### src/rtl/m_lsu_bus_if.sv
// Handshake bundle between the M pipeline stage, the load/store unit and the
// data bus. The slave modport is the LSU's view. The master modport is the
// environment's view: the pipeline side plus the bus responder.
interface m_lsu_bus_if;
  // Pipeline side
  logic        M_req;
  logic        M_we;
  logic [2:0]  M_LSop;
  logic [31:0] M_addr;
  logic [31:0] M_wdata;
  logic [31:0] M_rdata;
  logic        M_done;
  logic        M_stall;
  logic        M_adel;
  logic        M_ades;
  logic        M_buserr;
  // Data bus side
  logic        bus_req;
  logic        bus_we;
  logic [31:0] bus_addr;
  logic [3:0]  bus_byteen;
  logic [31:0] bus_wdata;
  logic        bus_ready;
  logic [31:0] bus_rdata;

  modport slave (
    input  M_req, M_we, M_LSop, M_addr, M_wdata, bus_ready, bus_rdata,
    output M_rdata, M_done, M_stall, M_adel, M_ades, M_buserr,
           bus_req, bus_we, bus_addr, bus_byteen, bus_wdata
  );

  modport master (
    output M_req, M_we, M_LSop, M_addr, M_wdata, bus_ready, bus_rdata,
    input  M_rdata, M_done, M_stall, M_adel, M_ades, M_buserr,
           bus_req, bus_we, bus_addr, bus_byteen, bus_wdata
  );
endinterface

### src/rtl/m_lsu_bus.sv
// M-stage load/store unit. Captures one request, runs a single bus access
// (or skips it on misalignment), extends load data, and reports completion
// with a one-cycle M_done pulse. Bus outputs and M_* results are gated by the
// FSM state, so the captured data registers need no reset.
module m_lsu_bus #(
  parameter int TIMEOUT = 255
) (
  input  logic           clk,
  input  logic           reset,
  m_lsu_bus_if.slave     lsu
);

  localparam int CNT_W = (TIMEOUT > 2) ? $clog2(TIMEOUT) : 1;
  localparam logic [CNT_W-1:0] CNT_LAST = CNT_W'(TIMEOUT - 1);

  typedef enum logic [1:0] {
    S_IDLE = 2'd0,
    S_BUS  = 2'd1,
    S_DONE = 2'd2
  } state_t;

  state_t           state_q, state_d;
  logic [CNT_W-1:0] cnt_q, cnt_d;
  logic             adel_q, adel_d;
  logic             ades_q, ades_d;
  logic             buserr_q, buserr_d;
  logic [31:0]      addr_q, addr_d;
  logic             we_q, we_d;
  logic [2:0]       op_q, op_d;
  logic [31:0]      wdata_q, wdata_d;
  logic [31:0]      rdata_q, rdata_d;

  logic             req_mis;
  logic             timeout_hit;

  // Reserved encodings 101..111 fall through to word handling.
  function automatic logic op_is_half(input logic [2:0] op);
    return (op == 3'b001) || (op == 3'b010);
  endfunction

  function automatic logic op_is_byte(input logic [2:0] op);
    return (op == 3'b011) || (op == 3'b100);
  endfunction

  function automatic logic misaligned(input logic [2:0] op, input logic [1:0] a);
    if (op_is_half(op)) return a[0];
    if (op_is_byte(op)) return 1'b0;
    return a != 2'b00;
  endfunction

  function automatic logic [3:0] pack_byteen(input logic [2:0] op, input logic [1:0] a);
    if (op_is_half(op)) return a[1] ? 4'b1100 : 4'b0011;
    if (op_is_byte(op)) return 4'b0001 << a;
    return 4'b1111;
  endfunction

  // Store data is replicated across lanes so the byte enables pick the slot.
  function automatic logic [31:0] pack_wdata(input logic [2:0] op, input logic [31:0] d);
    if (op_is_half(op)) return {2{d[15:0]}};
    if (op_is_byte(op)) return {4{d[7:0]}};
    return d;
  endfunction

  function automatic logic [31:0] load_extract(input logic [2:0]  op,
                                               input logic [1:0]  a,
                                               input logic [31:0] d);
    logic [7:0]  b;
    logic [15:0] h;
    b = d[{a, 3'b000} +: 8];
    h = d[{a[1], 4'b0000} +: 16];
    case (op)
      3'b001:  return {16'h0000, h};
      3'b010:  return {{16{h[15]}}, h};
      3'b011:  return {24'h000000, b};
      3'b100:  return {{24{b[7]}}, b};
      default: return d;
    endcase
  endfunction

  assign req_mis     = misaligned(lsu.M_LSop, lsu.M_addr[1:0]);
  assign timeout_hit = (cnt_q == CNT_LAST);

  // Control state register; async reset drops bus_req in the same instant.
  always_ff @(posedge clk or posedge reset) begin
    if (reset) begin
      state_q  <= S_IDLE;
      cnt_q    <= '0;
      adel_q   <= 1'b0;
      ades_q   <= 1'b0;
      buserr_q <= 1'b0;
    end else begin
      state_q  <= state_d;
      cnt_q    <= cnt_d;
      adel_q   <= adel_d;
      ades_q   <= ades_d;
      buserr_q <= buserr_d;
    end
  end

  // Captured request and load result; only observed while the FSM qualifies them.
  always_ff @(posedge clk) begin
    addr_q  <= addr_d;
    we_q    <= we_d;
    op_q    <= op_d;
    wdata_q <= wdata_d;
    rdata_q <= rdata_d;
  end

  // Next-state logic: IDLE -> BUS -> DONE -> IDLE, misaligned skips BUS.
  always_comb begin
    state_d = state_q;
    cnt_d   = cnt_q;
    case (state_q)
      S_IDLE: begin
        cnt_d = '0;
        if (lsu.M_req) state_d = req_mis ? S_DONE : S_BUS;
      end
      S_BUS: begin
        if (lsu.bus_ready || timeout_hit) begin
          state_d = S_DONE;
        end else begin
          cnt_d = cnt_q + 1'b1;
        end
      end
      S_DONE: begin
        state_d = S_IDLE;
      end
      default: begin
        state_d = S_IDLE;
        cnt_d   = '0;
      end
    endcase
  end

  // Request capture, completion flags and load data for the DONE cycle.
  always_comb begin
    addr_d   = addr_q;
    we_d     = we_q;
    op_d     = op_q;
    wdata_d  = wdata_q;
    rdata_d  = rdata_q;
    adel_d   = 1'b0;
    ades_d   = 1'b0;
    buserr_d = 1'b0;
    case (state_q)
      S_IDLE: begin
        rdata_d = '0;
        if (lsu.M_req) begin
          addr_d  = lsu.M_addr;
          we_d    = lsu.M_we;
          op_d    = lsu.M_LSop;
          wdata_d = lsu.M_wdata;
          adel_d  = req_mis & ~lsu.M_we;
          ades_d  = req_mis &  lsu.M_we;
        end
      end
      S_BUS: begin
        if (lsu.bus_ready) begin
          rdata_d = we_q ? 32'h0 : load_extract(op_q, addr_q[1:0], lsu.bus_rdata);
        end else if (timeout_hit) begin
          rdata_d  = '0;
          buserr_d = 1'b1;
        end
      end
      S_DONE: begin
        rdata_d = '0;
      end
      default: begin
        rdata_d = '0;
      end
    endcase
    if (state_q == S_DONE) begin
      adel_d   = 1'b0;
      ades_d   = 1'b0;
      buserr_d = 1'b0;
    end
  end

  // Outputs decoded from state; bus fields come straight from the captured request.
  always_comb begin
    logic busy;
    logic done;
    busy           = (state_q == S_BUS);
    done           = (state_q == S_DONE);
    lsu.bus_req    = busy;
    lsu.bus_we     = busy & we_q;
    lsu.bus_addr   = busy ? {addr_q[31:2], 2'b00} : 32'h0;
    lsu.bus_byteen = (busy && we_q) ? pack_byteen(op_q, addr_q[1:0]) : 4'b0000;
    lsu.bus_wdata  = (busy && we_q) ? pack_wdata(op_q, wdata_q) : 32'h0;
    lsu.M_done     = done;
    lsu.M_rdata    = done ? rdata_q : 32'h0;
    lsu.M_adel     = done & adel_q;
    lsu.M_ades     = done & ades_q;
    lsu.M_buserr   = done & buserr_q;
    lsu.M_stall    = lsu.M_req & ~done;
  end

endmodule

### src/flat_wrapper.sv
// flat-port wrapper written by rule: the top's interface ports become plain ports
module m_lsu_bus_flat 
#(
  parameter int TIMEOUT = 255
)
  (clk, reset, lsu_M_req, lsu_M_we, lsu_M_LSop, lsu_M_addr, lsu_M_wdata, lsu_bus_ready, lsu_bus_rdata, lsu_M_rdata, lsu_M_done, lsu_M_stall, lsu_M_adel, lsu_M_ades, lsu_M_buserr, lsu_bus_req, lsu_bus_we, lsu_bus_addr, lsu_bus_byteen, lsu_bus_wdata);
  m_lsu_bus_if lsu_i ();
  input  logic clk;
  input  logic reset;
  input wire logic [$bits(lsu_i.M_req)-1:0] lsu_M_req;
  input wire logic [$bits(lsu_i.M_we)-1:0] lsu_M_we;
  input wire logic [$bits(lsu_i.M_LSop)-1:0] lsu_M_LSop;
  input wire logic [$bits(lsu_i.M_addr)-1:0] lsu_M_addr;
  input wire logic [$bits(lsu_i.M_wdata)-1:0] lsu_M_wdata;
  input wire logic [$bits(lsu_i.bus_ready)-1:0] lsu_bus_ready;
  input wire logic [$bits(lsu_i.bus_rdata)-1:0] lsu_bus_rdata;
  output wire logic [$bits(lsu_i.M_rdata)-1:0] lsu_M_rdata;
  output wire logic [$bits(lsu_i.M_done)-1:0] lsu_M_done;
  output wire logic [$bits(lsu_i.M_stall)-1:0] lsu_M_stall;
  output wire logic [$bits(lsu_i.M_adel)-1:0] lsu_M_adel;
  output wire logic [$bits(lsu_i.M_ades)-1:0] lsu_M_ades;
  output wire logic [$bits(lsu_i.M_buserr)-1:0] lsu_M_buserr;
  output wire logic [$bits(lsu_i.bus_req)-1:0] lsu_bus_req;
  output wire logic [$bits(lsu_i.bus_we)-1:0] lsu_bus_we;
  output wire logic [$bits(lsu_i.bus_addr)-1:0] lsu_bus_addr;
  output wire logic [$bits(lsu_i.bus_byteen)-1:0] lsu_bus_byteen;
  output wire logic [$bits(lsu_i.bus_wdata)-1:0] lsu_bus_wdata;
  assign lsu_i.M_req = lsu_M_req;
  assign lsu_i.M_we = lsu_M_we;
  assign lsu_i.M_LSop = lsu_M_LSop;
  assign lsu_i.M_addr = lsu_M_addr;
  assign lsu_i.M_wdata = lsu_M_wdata;
  assign lsu_i.bus_ready = lsu_bus_ready;
  assign lsu_i.bus_rdata = lsu_bus_rdata;
  assign lsu_M_rdata = lsu_i.M_rdata;
  assign lsu_M_done = lsu_i.M_done;
  assign lsu_M_stall = lsu_i.M_stall;
  assign lsu_M_adel = lsu_i.M_adel;
  assign lsu_M_ades = lsu_i.M_ades;
  assign lsu_M_buserr = lsu_i.M_buserr;
  assign lsu_bus_req = lsu_i.bus_req;
  assign lsu_bus_we = lsu_i.bus_we;
  assign lsu_bus_addr = lsu_i.bus_addr;
  assign lsu_bus_byteen = lsu_i.bus_byteen;
  assign lsu_bus_wdata = lsu_i.bus_wdata;
  m_lsu_bus #(.TIMEOUT(TIMEOUT)) u_core (.clk(clk), .reset(reset), .lsu(lsu_i));
endmodule
### config.mk
export PLATFORM = sky130hd
export DESIGN_NAME = m_lsu_bus_flat
export DESIGN_NICKNAME = d
export VERILOG_FILES = /design/src/rtl/m_lsu_bus_if.sv /design/src/rtl/m_lsu_bus.sv /design/src/flat_wrapper.sv
export SDC_FILE = /design/constraint.sdc
export NUM_CORES = 1
export LEC_CHECK = 0
export CORE_ASPECT_RATIO = 0.7
export CORE_MARGIN = 3
export CORE_UTILIZATION = 49
export CTS_CLUSTER_DIAMETER = 80
export CTS_CLUSTER_SIZE = 8
export DETAILED_ROUTE_END_ITERATION = 8
export GPL_TIMING_DRIVEN = 0
export PLACE_DENSITY = 0.87
export SKIP_LAST_GASP = 1
export SYNTH_ARGS = -nofsm -noshare
export SYNTH_HDL_FRONTEND = slang
export SYNTH_SLANG_ARGS = --single-unit
export TNS_END_PERCENT = 10
### constraint.sdc
create_clock -name clk -period 12.94 [get_ports clk]
set_input_delay 2.588 -clock clk [delete_from_list [all_inputs] [get_ports clk]]
set_output_delay 2.588 -clock clk [all_outputs]
set_load 0.01 [all_outputs]
==> impl_metrics.csv <==
group,metric,value,unit
timing,hold_viol,0,
die,fp-row-count,32,
grt,grt_pass1_wl,31800,um
outcome,status,"finished clean",
die,die_h,97.5,um
grt,overflow,0,
detailed_routing,drc,0,
finish,n_fill_cell,730,
yosys,yosys.area.top_type_share,0.348,
finish,diodes,0,
detailed_routing,drt-wirelength-per-cell,20.9,um
power,powerDensity,142,nW/um^2
worst_setup_path,crit_family,"buffers and inverters",
yosys,async_flop_share,0.115,
grt,grt_usage,0.309,
timing,relSlewSlack,0.483,
place,gp_congestion,0.917,
finish,fin_nets,919,
worst_setup_path,r2r_start,"u_core.cnt_q[0]$_DFFE_PP0P_",
timing,fin_tns_setup,0,ns
yosys,syn_area,5870,um^2
cts,cts_max_level,4,
yosys,ys_seq_elements,113,
worst_setup_path,crit_path_end_kind,"output pin",
timing,fin_skew,0.0121,ns
place,placed_cell_area,8190,um^2
hold_path,min_to,"u_core.rdata_q[31]$_SDFFE_PN0P_",
die,coreArea,11300,um^2
timing,fin_crit,6.33,ns
worst_setup_path,cp_max_fo,2,
yosys,synthTopCellsByArea,"edfxtp_1 35%, dfxtp_1 11%, and2_1 7.1%, mux2_2 5.6%, dfrtp_1 5.5%",
detailed_routing,antenna_left,0,
cts,clock_sinks,113,
yosys,ys_top_cells_by_count,"68 x edfxtp_1, 68 x nand2_1, 67 x and2_1",
cts,cts_tree,"built",
cts,clkTransAtPathRegs,0.05,ns
power,ir_drop,0.0883,mV
finish,utilization,0.777,
yosys,synth.avg_cell_area,10.1,um^2
cts,cts_hold_buffers,0,
worst_setup_path,start_kind,"input pin",
yosys,dominantRegCellSynth,"edfxtp_1",
die,io_pins,211,
worst_setup_path,critPathLaunch,"lsu_M_req",
cts,cts_buffer_depth,2,
yosys,ys_types,60,
cts,cts_inserted_buffers,17,
grt,grt_pass1_vias,5895,
timing,tightest_slew,0.773,ns
timing,rsz0062_at_grt,"no",
timing,finalSetupViolCount,0,
flow_run,maxCapViolCount,0,
finish,fin_cells,978,
finish,syn_to_final_growth,50.1,%
die,die_x,137,um
cts,cts_root_buf,"clkbuf_16",
timing,timing.fmax,158,MHz
worst_setup_path,cp_common_cell,"clkdlybuf4s50_1",
hold_path,whs_path_depth,2,
cts,post-cts-setup-buffer-count,0,
worst_setup_path,required,10.35,ns
detailed_routing,routed_wirelength,20400,um
grt,grt_max_degree,17,
power,total_power,1.25,mW
worst_setup_path,ff2ff_path_depth,8,
worst_setup_path,critPathSlowestCell,"clkdlybuf4s50_1",
hold_path,min_from,"u_core.rdata_q[31]$_SDFFE_PN0P_",
yosys,synth_area_leader_cell,"edfxtp_1",
worst_setup_path,worstReg2RegEnd,"u_core.rdata_q[7]$_SDFFE_PN0P_",
detailed_routing,drt_iter0_drc,602,
timing,slew_violations,0,
timing,finalCritPeriodShare,0.489,
grt,antenna_found_initial,0,
yosys,synth-edff-count,68,
worst_setup_path,cp_slowest_stage_delay,0.56,ns
worst_setup_path,arrival,3.74,ns
worst_setup_path,crit_buf_inv,2,
yosys,synth_cells,581,
yosys,yosys_warnings,0,
place,io_buffers,207,
worst_setup_path,crit_path_cell_trace,"clkdlybuf4s50_1 -> nor2b_1 -> clkdlybuf4s50_1",
detailed_routing,num_vias,5776,
cts,worstSkewPairLatency,0.41,ns
power,power.leakage,3.26,nW
finish,fin_area,8810,um^2
yosys,ys_seq_area_frac,0.513,
cts,post_cts_resized,0,
place,dp_cells,947,
die,die_area,13300,um^2
worst_setup_path,path_class,"input pin to output pin",
place,dp_hpwl,15200,um
detailed_routing,via_per_inst,5.91,
detailed_routing,dr.pass1.iters,5,
hold_path,hold_path_class,"flop to flop",
worst_setup_path,ff2ff_setup_slack,10.70,ns
finish,layout-drive-gt1-share,0.124,
die,initial_core_util,0.518,
-- stage by stage --
step	hold slack [ns]	worst slack [ns]
2_1_floorplan	0.417	4.40
3_3_place_gp	0.431	1.75
3_5_place_dp	0.438	6.60
4_1_cts	0.449	6.61
5_1_grt	0.467	6.58
6_report	0.449	6.61
-- power breakdown --
group	total, mW	leakage, nW	switching (mW)	internal [mW]
sequential	0.451	1.08	0.0234	0.427
clock	0.491	0.305	0.170	0.321
combinational	0.307	1.88	0.167	0.140
-- state kept, by name (all words and copies together), names as in the netlist --
name             flops
u_core.adel_q        1
u_core.we_q          1
u_core.ades_q        1
u_core.addr_q       32
u_core.buserr_q      1
u_core.wdata_q      32
u_core.cnt_q         8
u_core.op_q          3
u_core.state_q       2
u_core.rdata_q      32
-- worst max-delay path by stage --
| stage | to | depth (start not counted) |
|---|---|---|
| floorplan | u_core.state_q[1]$_DFFE_PP0P_ | 3 |
| global placement | u_core.state_q[1]$_DFFE_PP0P_ | 4 |
| detailed placement | lsu_M_stall | 3 |
| CTS | lsu_M_stall | 3 |
| global route | lsu_M_stall | 3 |
| finish | lsu_M_stall | 3 |
-- per-layer routing --
layer / track usage / part of all wire / wire [um]
met4: 0.0790 / 0.016 / 328
met3: 0.110 / 0.11 / 2280
met1: 0.386 / 0.39 / 7950
met2: 0.510 / 0.48 / 9870
met5: 0 / 0 / 0
-- cells by family (layout without fill, tap and decap cells) --
kind of cell | after synthesis | after routing | share of synthesized area
buffers and inverters | 56 | 299 | 0.0459
other | 1 | 2 | 0.000639
XOR/XNOR | 5 | 5 | 0.0100
flip-flops | 113 | 113 | 0.513
multiplexers | 31 | 31 | 0.0612
AO/OA/AOI/OAI | 135 | 135 | 0.153
AND/OR/NAND/NOR | 238 | 238 | 0.213
adder cells (fa/ha/maj) | 2 | 2 | 0.00427
-- area by class of cell --
cell class / count / area (um^2) / share of cell area
Sequential cell: 113 / 3010 / 0.342
Multi-Input combinational cell: 413 / 2600 / 0.295
Timing Repair Buffer: 212 / 2130 / 0.242
Clock buffer: 17 / 425 / 0.0483
Buffer: 50 / 246 / 0.0280
Tap cell: 153 / 191 / 0.0217
Clock inverter: 14 / 188 / 0.0213
Inverter: 6 / 22.5 / 0.00256
-- worst min-delay path, cell delays in order (launching register included) --
cell and delay [ns]:
dfxtp_1 0.31, nand2_1 0.04, o21ai_0 0.06
-- placed cells by master, fill, tap and decap left out, types with 4 or more instances in the layout --
cell               n
and2_1            67
nor2_1            34
buf_4              4
nor2b_1            5
o21ai_0           27
edfxtp_1          68
dfrtp_1           13
a32o_1             8
mux2_2            29
or3_1              7
bufinv_16          4
clkdlybuf4s50_1  207
a211oi_1           9
and3_1            11
buf_6              8
clkbuf_16         17
clkinv_2           4
nand3_1           12
nor3_1             9
o221ai_1           8
inv_1              4
dfxtp_1           32
a21oi_1           33
buf_2             17
nand2_1           68
a221o_1            7
o22ai_1           22
clkbuf_1          21
nor4_1             7
buf_1              5
(Power assumes the default switching activity.)
